$ cat src/rtl/reg_dump_pkg.sv
// Shared definitions for the register dump block: FSM state encoding and stream geometry.
package reg_dump_pkg;

   localparam int BYTES_PER_WORD = 4;
   localparam int WORD_W         = 32;
   localparam int BYTE_W         = 8;
   localparam int IDX_W          = 5;
   localparam int CNT_W          = $clog2(BYTES_PER_WORD);

   typedef enum logic [1:0] {
      IDLE,
      LOAD,
      SEND,
      FIN
   } dumpState_e;

endpackage

$ cat src/rtl/word_ser.sv
// Captures a 32-bit word and presents it one byte at a time, MSB first.
module word_ser
   import reg_dump_pkg::*;
(
   input  logic              clk,
   input  logic              rst_n,
   input  logic              load,
   input  logic              shift,
   input  logic [WORD_W-1:0] wordIn,
   output logic [BYTE_W-1:0] byteOut,
   output logic              lastByte
);

   logic [WORD_W-1:0] shiftReg;
   logic [CNT_W-1:0]  byteCnt;

   assign lastByte = (byteCnt == CNT_W'(BYTES_PER_WORD - 1));
   assign byteOut  = shiftReg[WORD_W-1 -: BYTE_W];

   // The count saturates on the last byte; only a fresh load brings it back to zero.
   always_ff @(posedge clk or negedge rst_n) begin
      if (!rst_n) begin
         shiftReg <= '0;
         byteCnt  <= '0;
      end else if (load) begin
         shiftReg <= wordIn;
         byteCnt  <= '0;
      end else if (shift && !lastByte) begin
         shiftReg <= {shiftReg[WORD_W-BYTE_W-1:0], {BYTE_W{1'b0}}};
         byteCnt  <= byteCnt + CNT_W'(1);
      end
   end

endmodule

$ cat src/rtl/reg_dump.sv
// Streams registers FIRST_REG..LAST_REG from a register-file read port as an MSB-first byte stream.
module reg_dump
   import reg_dump_pkg::*;
#(
   parameter int FIRST_REG = 0,
   parameter int LAST_REG  = 31
) (
   input  logic              clk,
   input  logic              rst_n,
   input  logic              start,
   input  logic              abort,
   output logic [IDX_W-1:0]  rd_addr,
   input  logic [WORD_W-1:0] rd_data,
   output logic [BYTE_W-1:0] out_data,
   output logic              out_valid,
   input  logic              out_ready,
   output logic              busy,
   output logic              done
);

   localparam logic [IDX_W-1:0] FIRST_IDX = IDX_W'(FIRST_REG);
   localparam logic [IDX_W-1:0] LAST_IDX  = IDX_W'(LAST_REG);

   dumpState_e        state;
   dumpState_e        nextState;
   logic [IDX_W-1:0]  idx;
   logic              xfer;
   logic              lastByte;
   logic [BYTE_W-1:0] serByte;

   // Abort wins over a transfer offered on the same edge.
   assign xfer = (state == SEND) && out_ready && !abort;

   word_ser u_word_ser (
      .clk      (clk),
      .rst_n    (rst_n),
      .load     (state == LOAD),
      .shift    (xfer),
      .wordIn   (rd_data),
      .byteOut  (serByte),
      .lastByte (lastByte)
   );

   // NOTE: sequential state uses non-blocking assignments so every flop samples pre-edge values.
   always_ff @(posedge clk or negedge rst_n) begin
      if (!rst_n) begin
         state <= IDLE;
      end else begin
         state <= nextState;
      end
   end

   // NOTE: nextState gets its default before the case so no path can leave it unassigned (no latch).
   always_comb begin
      nextState = state;
      case (state)
         IDLE: begin
            if (start) begin
               nextState = LOAD;
            end
         end
         LOAD: begin
            nextState = abort ? IDLE : SEND;
         end
         SEND: begin
            if (abort) begin
               nextState = IDLE;
            end else if (xfer && lastByte) begin
               nextState = (idx == LAST_IDX) ? FIN : LOAD;
            end
         end
         FIN: begin
            nextState = IDLE;
         end
         default: begin
            nextState = IDLE;
         end
      endcase
   end

   // idx returns to FIRST_REG whenever the FSM heads back to IDLE, so a restart always begins there.
   always_ff @(posedge clk or negedge rst_n) begin
      if (!rst_n) begin
         idx <= FIRST_IDX;
      end else if (nextState == IDLE) begin
         idx <= FIRST_IDX;
      end else if (state == SEND && nextState == LOAD) begin
         idx <= idx + IDX_W'(1);
      end
   end

   assign rd_addr   = (state == IDLE) ? FIRST_IDX : idx;
   assign out_valid = (state == SEND);
   assign out_data  = out_valid ? serByte : '0;
   assign busy      = (state != IDLE);
   assign done      = (state == FIN) && !abort;

endmodule

$ cat config.mk
export PLATFORM = sky130hd
export DESIGN_NAME = reg_dump
export DESIGN_NICKNAME = d
export VERILOG_FILES = /design/src/rtl/reg_dump_pkg.sv /design/src/rtl/word_ser.sv /design/src/rtl/reg_dump.sv
export SDC_FILE = /design/constraint.sdc
export NUM_CORES = 1
export LEC_CHECK = 0
export CORE_MARGIN = 1.5
export CORE_UTILIZATION = 42
export CTS_CLUSTER_DIAMETER = 150
export CTS_CLUSTER_SIZE = 25
export DETAILED_ROUTE_END_ITERATION = 8
export PLACE_DENSITY = 0.73
export RECOVER_POWER = 25
export SETUP_SLACK_MARGIN = 0.15
export SYNTH_ARGS = -nofsm -noshare
export SYNTH_HDL_FRONTEND = slang
export SYNTH_SLANG_ARGS = --single-unit
$ cat constraint.sdc
create_clock -name clk -period 1.7 [get_ports clk]
set_clock_uncertainty 0.1 [all_clocks]
set_input_delay 0.34 -clock clk [delete_from_list [all_inputs] [get_ports clk]]
set_output_delay 0.34 -clock clk [all_outputs]
set_load 0.01 [all_outputs]
==> results.md <==
* Reg clk slew, reported paths at 0.08 ns
* DIE AREA at 5000 um2
* VDD IR max at 0.000710 V
* Dpl hpwl at 3100 um
* Fmax at 530 MHz
* DRC violations left at 0
* CTS Hold Buffers Added at 0
* Max Fanout on Critical Path at 7
* Type of the most critical hold path: in2async
* Crit path DAT at 1.96 ns
* Initial antenna violation count at 0
* CP required at 1.78 ns
* Minimum clock period after layout at 1.89 ns
* Syn avg cell area at 9.26 um2
* Layout filler cell count at 272
* Yosys reg bits at 41
* RSZ-0062 raised after global routing: yes
* Most common cell on crit path: buf_6
* Number of port buffers at 52
* Commonest non-fill, non-tap cell in the layout: nand2_1
* Mapped Cells at 208
* Num rows at 24
* Dpl ws at -0.277 ns
* Post-route worst setup slack at -0.186 ns
* Syn Nets at 248
* Die H at 70.7 um
* First-pass GRT wire length at 9640 um
* Total number of vias at 1965
* Failing checks: negative setup slack
* Largest net degree at the start of global routing at 42
* Netlist cell types at 32
* Critical path class: reg2reg
* Pwr Density at 969 nW/um2
* Post-DRT Antenna Nets at 0
* Final Non-Filler Cells at 352
* I/O Pins at 53
* Worst skew pair latency at 0.29 ns
* Fin crit share at 111%
* Starting density of the core at 43.9%
* Max incr delay on CP at 0.45 ns
* Number of global-route vias before repair at 1968
* RePlAce Congestion at 0.808
* Placed Area at 2660 um2
* Relative slew slack at 33.1%
* CP Launch Type: flop
* Max Slew Vio Count at 0
* Final Util at 77.2%
* Static Leakage at 1.53 nW
* Clock Tree Buf Depth at 2
* CP max stage cell: dfrtp_2
* Max Cap Viol at 0
* Gr ovfl total at 0
* Clock Tree Root: clkbuf_8
* TritonCTS clock tree: built
* Cts bufs inserted at 5
* Clk sinks at 41
* Critical path, cell by cell: buf_6 -> buf_6 -> nor3b_4 -> buf_6 -> buf_4 -> nand3_2 -> o22ai_1 -> nor2_2
* Finished layout cell area at 3380 um2
* Final Hold Vio Count at 0
* Yosys Warn Count at 0
* DR iter-0 viols at 147
* Horiz. Die Dim at 70.7 um
* Placed insts at 320
* Status: finished, violations left
* Synth Cell Area at 1930 um2
* Fraction of layout cells with a size suffix above 1 at 45.7%
* Commonest non-fill, non-tap cells in the layout: 55 x nand2_1, 40 x dfrtp_1, 34 x clkdlybuf4s50_1
* N_diodes at 0
* Core area at 4380 um2
* Avg WL per Cell at 17.8 um
* CP endpoint kind: flop
* Worst-Margin Slew at 1.00 ns
* Nets at 340
* Final setup fails at 55
* All-layer global routing usage at 24.5%
* Routed WL at 6280 um
* P&R area growth vs syn at 75.6%
* Htree depth at 2
* Detailed Routing Iterations Pass 1 at 4
* Sequential area share after synthesis at 53.2%
* Vias per cell at 5.58
## what timing repair did
action                                  4_1_cts  5_1_grt
endpoints found under the setup margin       56       57
endpoints found under the hold margin         0        0
resized for setup                           131       40
gates cloned                                  5        0
pin swaps                                    34       15
buffers inserted                             14        6
## layout make-up
| type | count | area, um2 | share of cell area, % |
|---|---|---|---|
| Clock inverter | 1 | 8.76 | 0.259 |
| Inverter | 4 | 15.0 | 0.444 |
| Multi-Input combinational cell | 149 | 1120 | 33.2 |
| Clock buffer | 6 | 72.6 | 2.14 |
| Tap cell | 52 | 65.1 | 1.92 |
| Sequential cell | 41 | 1030 | 30.4 |
| Timing Repair Buffer | 99 | 1070 | 31.6 |
## layer usage
metal | wire length [um] | track usage (%)
met1 | 2470 | 31.1
met2 | 3260 | 40.9
met3 | 385 | 5.13
met4 | 165 | 10.1
met5 | 0 | 0
## state kept, by name, indices dropped and copies added (netlist names)
name and cells:
idx 5, state 2, u_word_ser.byteCnt 2, u_word_ser.shiftReg 32
## critical path, delay by kind of cell, from the launching register on
family,cells,cell delay (ns)
buf+inv,4,0.49
simple gates,3,0.47
flops,1,0.45
compound gates,1,0.27
## logic make-up (layout without fill, tap and decap cells)
kind of cell	Yosys count	after routing	synth area share [%]
and+or+nand+nor	102	102	24.3
AOI/OAI and AO/OA	43	43	15.3
DFF	41	41	53.2
buffers and inverters	18	110	4.67
adders and majority gates	3	3	1.95
muxes	1	1	0.584
## power breakdown
group	switching (mW)	leakage [nW]	internal (mW)
registers	0.228	0.511	1.26
clock network	0.327	0.0412	0.284
logic	0.541	0.980	0.639
## per-stage QoR
step                TNS (ns)  hold slack [ns]  power (mW)
CTS                    -2.89           0.0163        3.06
floorplan             -0.238          -0.0556        1.81
global route           -8.34            0.263        3.46
finish                 -5.46            0.189        3.28
global placement       -7.38            0.327        2.14
detailed placement     -8.29            0.325        2.17
## path summary, 6_finish.rpt
check	from	endpoint	slack [ns]	depth (start not counted)
setup / recovery	state[0]$_DFF_PN0_	u_word_ser.shiftReg[24]$_DFFE_PN0P_	-0.19	8
hold / removal	rst_n	u_word_ser.shiftReg[30]$_DFFE_PN0P_	0.19	2
setup reg to reg	state[0]$_DFF_PN0_	u_word_ser.shiftReg[24]$_DFFE_PN0P_	-0.19	8
hold reg to reg	u_word_ser.shiftReg[28]$_DFFE_PN0P_	u_word_ser.shiftReg[28]$_DFFE_PN0P_	0.38	2
max in group asynchronous	rst_n	state[0]$_DFF_PN0_	0.63	2
min in group clk	u_word_ser.shiftReg[28]$_DFFE_PN0P_	u_word_ser.shiftReg[28]$_DFFE_PN0P_	0.38	2
## synth_stat cells
master     instances  share of area (%)
nand3b_1           1               0.39
nor2_1             8                1.6
dfrtp_1           41                 53
inv_1              4               0.78
nand4b_1           2               0.91
o21ai_0           11                2.9
and3_1             2               0.65
nor3_1             4                1.0
a21oi_1            2               0.52
buf_4              3                1.2
a22oi_1           19                7.4
buf_2              1               0.26
mux2_2             1               0.58
ha_1               3                1.9
buf_6              1               0.58
nor3b_2            1               0.65
nand4_1            1               0.32
a31oi_1            2               0.65
o22ai_1            4                1.3
or3b_2             1               0.45
o31ai_1            1               0.39
nand3_1            2               0.52
clkbuf_1           6                1.2
buf_1              1               0.19
nor2b_1            7                2.3
and2_1             8                2.6
a2bb2oi_2          1               0.78
a221oi_1           1               0.45
a22o_1             2               0.91
clkbuf_2           2               0.52
nand2b_1           2               0.65
nand2_1           63                 12
Power figures use the tool's default switching activity.
